<file path="src/rtl/counter_seq_arbiter.sv">
// Round-robin sequencer that shares one 3-bit counter between NUM_REQ requesters.
// Optional build macro CTRL_SEEK_SHORTCUT_EN: SEEK to 0 / all-ones runs as CLR / SET.
module counter_seq_arbiter #(
    parameter int NUM_REQ = 2,
    parameter int WIDTH   = 3
) (
    input  logic                     clk,
    input  logic                     reset,
    input  logic [NUM_REQ-1:0]       req_valid,
    output logic [NUM_REQ-1:0]       req_ready,
    input  logic [2*NUM_REQ-1:0]     req_op,
    input  logic [WIDTH*NUM_REQ-1:0] req_arg,
    input  logic [WIDTH-1:0]         cnt_count,
    output logic                     cnt_clr,
    output logic                     cnt_set,
    output logic                     cnt_load,
    output logic                     rsp_valid,
    output logic [1:0]               rsp_id,
    output logic [WIDTH-1:0]         rsp_count,
    output logic                     busy
);

    typedef enum logic [2:0] {
        S_IDLE  = 3'd0,
        S_GRANT = 3'd1,
        S_EXEC  = 3'd2,
        S_SEEK  = 3'd3,
        S_DONE  = 3'd4
    } state_t;

    localparam logic [1:0] OP_CLR  = 2'b00;
    localparam logic [1:0] OP_SET  = 2'b01;
    localparam logic [1:0] OP_ROT  = 2'b10;
    localparam logic [1:0] OP_SEEK = 2'b11;

    state_t             r_state;
    state_t             w_next;
    logic [1:0]         r_ptr;
    logic [1:0]         r_id;
    logic [1:0]         r_op;
    logic [WIDTH-1:0]   r_arg;
    logic [WIDTH-1:0]   r_rep;
    logic               r_clr;
    logic               r_set;
    logic               r_load;

    logic               w_found;
    logic [1:0]         w_win;
    logic               w_in_valid;
    logic [1:0]         w_in_op;
    logic [WIDTH-1:0]   w_in_arg;
    logic [1:0]         w_cap_op;
    logic [1:0]         w_op;
    logic               w_seek_hit;

    // First valid requester at or after the round-robin pointer.
    always_comb begin
        w_found = 1'b0;
        w_win   = 2'd0;
        for (int i = 0; i < NUM_REQ; i++) begin
            if (!w_found && req_valid[(int'(r_ptr) + i) % NUM_REQ]) begin
                w_found = 1'b1;
                w_win   = 2'((int'(r_ptr) + i) % NUM_REQ);
            end
        end
    end

    // Command fields of the requester selected in IDLE.
    always_comb begin
        w_in_valid = 1'b0;
        w_in_op    = OP_CLR;
        w_in_arg   = '0;
        for (int i = 0; i < NUM_REQ; i++) begin
            if (r_id == 2'(i)) begin
                w_in_valid = req_valid[i];
                w_in_op    = req_op[2*i +: 2];
                w_in_arg   = req_arg[WIDTH*i +: WIDTH];
            end
        end
    end

    always_comb begin
        w_cap_op = w_in_op;
`ifdef CTRL_SEEK_SHORTCUT_EN
        if (w_in_op == OP_SEEK && w_in_arg == '0)
            w_cap_op = OP_CLR;
        else if (w_in_op == OP_SEEK && w_in_arg == {WIDTH{1'b1}})
            w_cap_op = OP_SET;
`endif
    end

    assign w_op       = (r_state == S_GRANT) ? w_cap_op : r_op;
    assign w_seek_hit = (r_state == S_SEEK) && (cnt_count == r_arg);

    always_ff @(posedge clk or posedge reset) begin
        if (reset)
            r_state <= S_IDLE;
        else
            r_state <= w_next;
    end

    always_comb begin
        w_next = r_state;
        case (r_state)
            S_IDLE:  if (w_found) w_next = S_GRANT;
            S_GRANT: begin
                // A requester that withdrew before the handshake edge is simply dropped.
                if (!w_in_valid)
                    w_next = S_IDLE;
                else if (w_cap_op == OP_SEEK)
                    w_next = S_SEEK;
                else
                    w_next = S_EXEC;
            end
            S_EXEC:  if (r_op != OP_ROT || r_rep == '0) w_next = S_DONE;
            S_SEEK:  if (w_seek_hit) w_next = S_IDLE;
            S_DONE:  w_next = S_IDLE;
            default: w_next = S_IDLE;
        endcase
    end

    always_ff @(posedge clk or posedge reset) begin
        if (reset) begin
            r_ptr  <= 2'd0;
            r_id   <= 2'd0;
            r_op   <= OP_CLR;
            r_arg  <= '0;
            r_rep  <= '0;
            r_clr  <= 1'b0;
            r_set  <= 1'b0;
            r_load <= 1'b0;
        end else begin
            if (r_state == S_IDLE && w_found)
                r_id <= w_win;
            if (r_state == S_GRANT) begin
                r_op  <= w_cap_op;
                r_arg <= w_in_arg;
                r_rep <= w_in_arg;
            end else if (r_state == S_EXEC && r_rep != '0) begin
                r_rep <= r_rep - 1'b1;
            end
            if (rsp_valid)
                r_ptr <= (r_id == 2'(NUM_REQ - 1)) ? 2'd0 : r_id + 2'd1;
            // Controls are registered from the next state so they are high exactly in EXEC.
            r_clr  <= (w_next == S_EXEC) && (w_op == OP_CLR);
            r_set  <= (w_next == S_EXEC) && (w_op == OP_SET);
            r_load <= (w_next == S_EXEC) && (w_op == OP_ROT);
        end
    end

    always_comb begin
        for (int i = 0; i < NUM_REQ; i++)
            req_ready[i] = (r_state == S_GRANT) && w_in_valid && (r_id == 2'(i));
        rsp_valid = (r_state == S_DONE) || w_seek_hit;
        rsp_id    = r_id;
        rsp_count = cnt_count;
        busy      = (r_state != S_IDLE);
        cnt_clr   = r_clr;
        cnt_set   = r_set;
        cnt_load  = r_load;
    end

endmodule

</file>
<file path="config.mk">
export PLATFORM = sky130hd
export DESIGN_NAME = counter_seq_arbiter
export DESIGN_NICKNAME = d
export VERILOG_FILES = /design/src/rtl/counter_seq_arbiter.sv
export SDC_FILE = /design/constraint.sdc
export NUM_CORES = 1
export LEC_CHECK = 0
export CAP_MARGIN = 20
export CELL_PAD_IN_SITES_DETAIL_PLACEMENT = 2
export CELL_PAD_IN_SITES_GLOBAL_PLACEMENT = 2
export CORE_MARGIN = 4
export CORE_UTILIZATION = 27
export DETAILED_ROUTE_END_ITERATION = 16
export MAX_ROUTING_LAYER = met4
export PLACE_DENSITY = 0.81
export SKIP_LAST_GASP = 1
export SLEW_MARGIN = 20
export SYNTH_ARGS = -nofsm -noshare
export SYNTH_HDL_FRONTEND = slang
export SYNTH_SLANG_ARGS = --single-unit
</file>
<file path="constraint.sdc">
create_clock -name clk -period 2.05 [get_ports clk]
set_clock_uncertainty 0.2 [all_clocks]
set_input_delay 0.41 -clock clk [delete_from_list [all_inputs] [get_ports clk]]
set_output_delay 0.41 -clock clk [all_outputs]
set_load 0.005 [all_outputs]
</file>
==> flow_metrics.tcl <==
set metrics [dict create \
    start_kind "flop" \
    htreeDepth 1 \
    diodes 0 \
    rows 20 \
    layout.nets 164 \
    place_ws_ns -0.560 \
    crit_type "reg -> out" \
    start_util_pct 29.0 \
    synthArstFlopShare_pct 100 \
    io_pins 29 \
    synth_common_cells "16 x dfrtp_1, 8 x nand2_1, 7 x a21oi_1" \
    max-vdd-ir-drop_v 0.000556 \
    synthXorXnorAreaFrac_pct 3.84 \
    switching_share_pct 43.7 \
    path_cells "xnor2_2 > nand3_2 > buf_6 > o21ai_4 > buf_2" \
    max_cap_violations 0 \
    placed_cells 173 \
    setup_viol 2 \
    synth_cells 91 \
    cts.clk_slew.worst_paths_ns 0.12 \
    synthDistinctLibCells 30 \
    synth_mux_area_share_pct 7.81 \
    drc 0 \
    status "complete, but fails checks" \
    antenna_found_initial 0 \
    synth_most_common_cell "dfrtp_1" \
    netSwitchingPower_uw 964 \
    grt-ovfl-total 0 \
    p_int_uw 1240 \
    cts_root_buf "clkbuf_4" \
    synth_top_area_share_pct 43.8 \
    power_frac_comb_pct 64.3 \
    end_kind "output port" \
    rsz0062_at_grt "yes" \
    setup.worst_path.start "r_arg[0]" \
    grt_max_degree 17 \
    vias 921 \
    wl_um 4380 \
    min-delay-path-class "in -> async" \
    synth_edf_count 0 \
    drive_above_1_share_pct 36.8 \
    final_antenna_net_count 0 \
    cp_top_family "flip-flops" \
    period_share_pct 103 \
    period_needed_ns 2.12 \
    ys_ff_latch 16 \
    grt_pass1_wl_um 6880 \
    p_leak_uw 0.000697 \
    clock.fmax_mhz 472 \
    cts_hold_buffers 0 \
    crit_required_ns 1.44 \
    path_max_fanout 2 \
    syn_avg_cell_area_um2 10.0 \
    ys.warnings.count 0 \
    drtIter0Drc 66 \
    synth_top_area_cell "dfrtp_1" \
    total_power_uw 2210 \
    fin_cells 188 \
    hold_viol_final 0 \
    core_area_um2 3150 \
    insertion_delay_ns 0.30 \
    port_buffers 27 \
    gp_congestion 0.741 \
    ys_seq_area_share_pct 43.8 \
    area_delta_synth_final_pct 64.7 \
    r2r_start "r_arg[0]" \
    synth_top_family_by_area "simple AND/OR/NAND/NOR gates" \
    cpPeakStageDelay_ns 0.45 \
    dpl.hpwl_um 2560 \
    wl_per_cell_um 23.3 \
    clockBufferDepth 2 \
    die_h_um 66.2 \
    grt_pass1_vias 1120 \
    slowest_stage "dfrtp_1" \
    dr.pass1.iters 4 \
    yosys.area_share.simple_pct 19.0 \
    whs_ns 0.227 \
    dieArea_um2 4380 \
    layout_setup_ws_ns -0.0689 \
    violations "setup timing" \
    fp.dieW_um 66.2 \
    r2r_slack_ns 0.01 \
    vias_per_cell 4.90 \
    grtUsageTotal_pct 22.5 \
    synthesis.area_um2 913 \
    synthAdderAreaFrac_pct 2.74 \
    synth.area.top_cells "dfrtp_1 44%, mux2i_1 6.6%, nor3b_2 4.1%" \
    pwr-share-seq_pct 25.2 \
    crit_buf_inv 2 \
    arrival_ns 1.51 \
    synth_compound_area_share_pct 14.8 \
    p_clk_share_pct 10.6 \
    powerDensity_nw_per_um2 1470 \
    drv_slew 0 \
    clock-sinks 16 \
    cts_tree "yes" \
    synth_nets 110 \
    setup-tns-final_ns -0.122 \
    synth_flop_cell "dfrtp_1" \
    cts_buffers 3 \
]
-- layer usage --
metal	up-vias	global-route usage (%)	part of all wire (%)
met5	-	-	0
met4	0	10.2	3.4
met3	10	2.38	2.6
met2	27	39.2	55
met1	467	26.0	39
li1	417	-	-
-- what timing repair did --
action | CTS | global route
setup endpoints to repair | 6 | 8
pin swaps | 6 | 3
gates resized for setup | 17 | 14
buffers inserted | 10 | 3
-- layout make-up --
cell class	count	area, µm²
clock buffer	4	36.3
fill	343	1650
inverter	6	22.5
multi-input combinational	63	512
sequential	16	400
tap	44	55.1
timing repair buffer	55	478
-- registers in the layout (all words and copies together), names as in the netlist --
signal and flops:
r_arg 3, r_rep 3, r_state 3, r_op 2, cnt_clr 1, cnt_load 1, cnt_set 1, r_ptr 1
rsp_id 1
-- worst register-to-register path, cell delays in order (launching register included) --
cell and delay [ns]:
dfrtp_1 0.45, xnor2_2 0.22, nand3_2 0.13, buf_6 0.13, buf_4 0.12, buf_4 0.12, buf_4 0.12, buf_4 0.13
buf_4 0.14, nand2b_4 0.08, nand3_2 0.08
-- metrics by stage --
step           utilization [%]  cell area [µm²]
6_report                  47.7             1500
5_1_grt                   47.7             1500
4_1_cts                   46.1             1450
3_5_place_dp              41.9             1320
3_3_place_gp              41.9             1320
2_1_floorplan                -              913
-- power by group through the flow --
stage | combinational (µW) | sequential, µW | clock [µW]
after floorplan | 605 | 533 | 0
after global placement | 1010 | 531 | 0
after detailed placement | 1090 | 549 | 0
after CTS | 1240 | 537 | 229
after global routing | 1530 | 574 | 252
final | 1420 | 556 | 233
-- cell usage in the layout (no fill, tap or decap), types with 2 or more instances in the layout --
cell type        Yosys  final
nor3b_2              3      3
buf_4                4     25
nand2_1              8      8
xnor2_2              0      2
dfrtp_1             16     16
dlygate4sd2_1        0      4
nor3_1               3      2
nand3_2              0      2
clkdlybuf4s50_1      0     20
nand2b_1             4      3
a21oi_1              7      7
o21ai_0              4      3
nor2_1               5      3
ha_1                 2      2
xnor2_1              4      2
clkbuf_4             0      3
inv_1                6      6
buf_6                1      3
nor2b_1              2      2
mux2i_1              6      6
-- cell families after synthesis --
family / Yosys count
flops: 16
xor+xnor: 4
fa+ha+maj: 2
mux: 7
compound gates: 19
other cells: 1
buf+inv: 12
simple gates: 30
-- final timing paths --
check	endpoint	depth (start not counted)
hold reg to reg	r_op[0]	2
setup / recovery	rsp_valid	5
max in group asynchronous	r_arg[0]	3
min in group clk	r_op[0]	2
hold / removal	r_rep[2]	3
setup reg to reg	r_state[0]	10
Note: power is estimated with default switching activity, not from simulation.
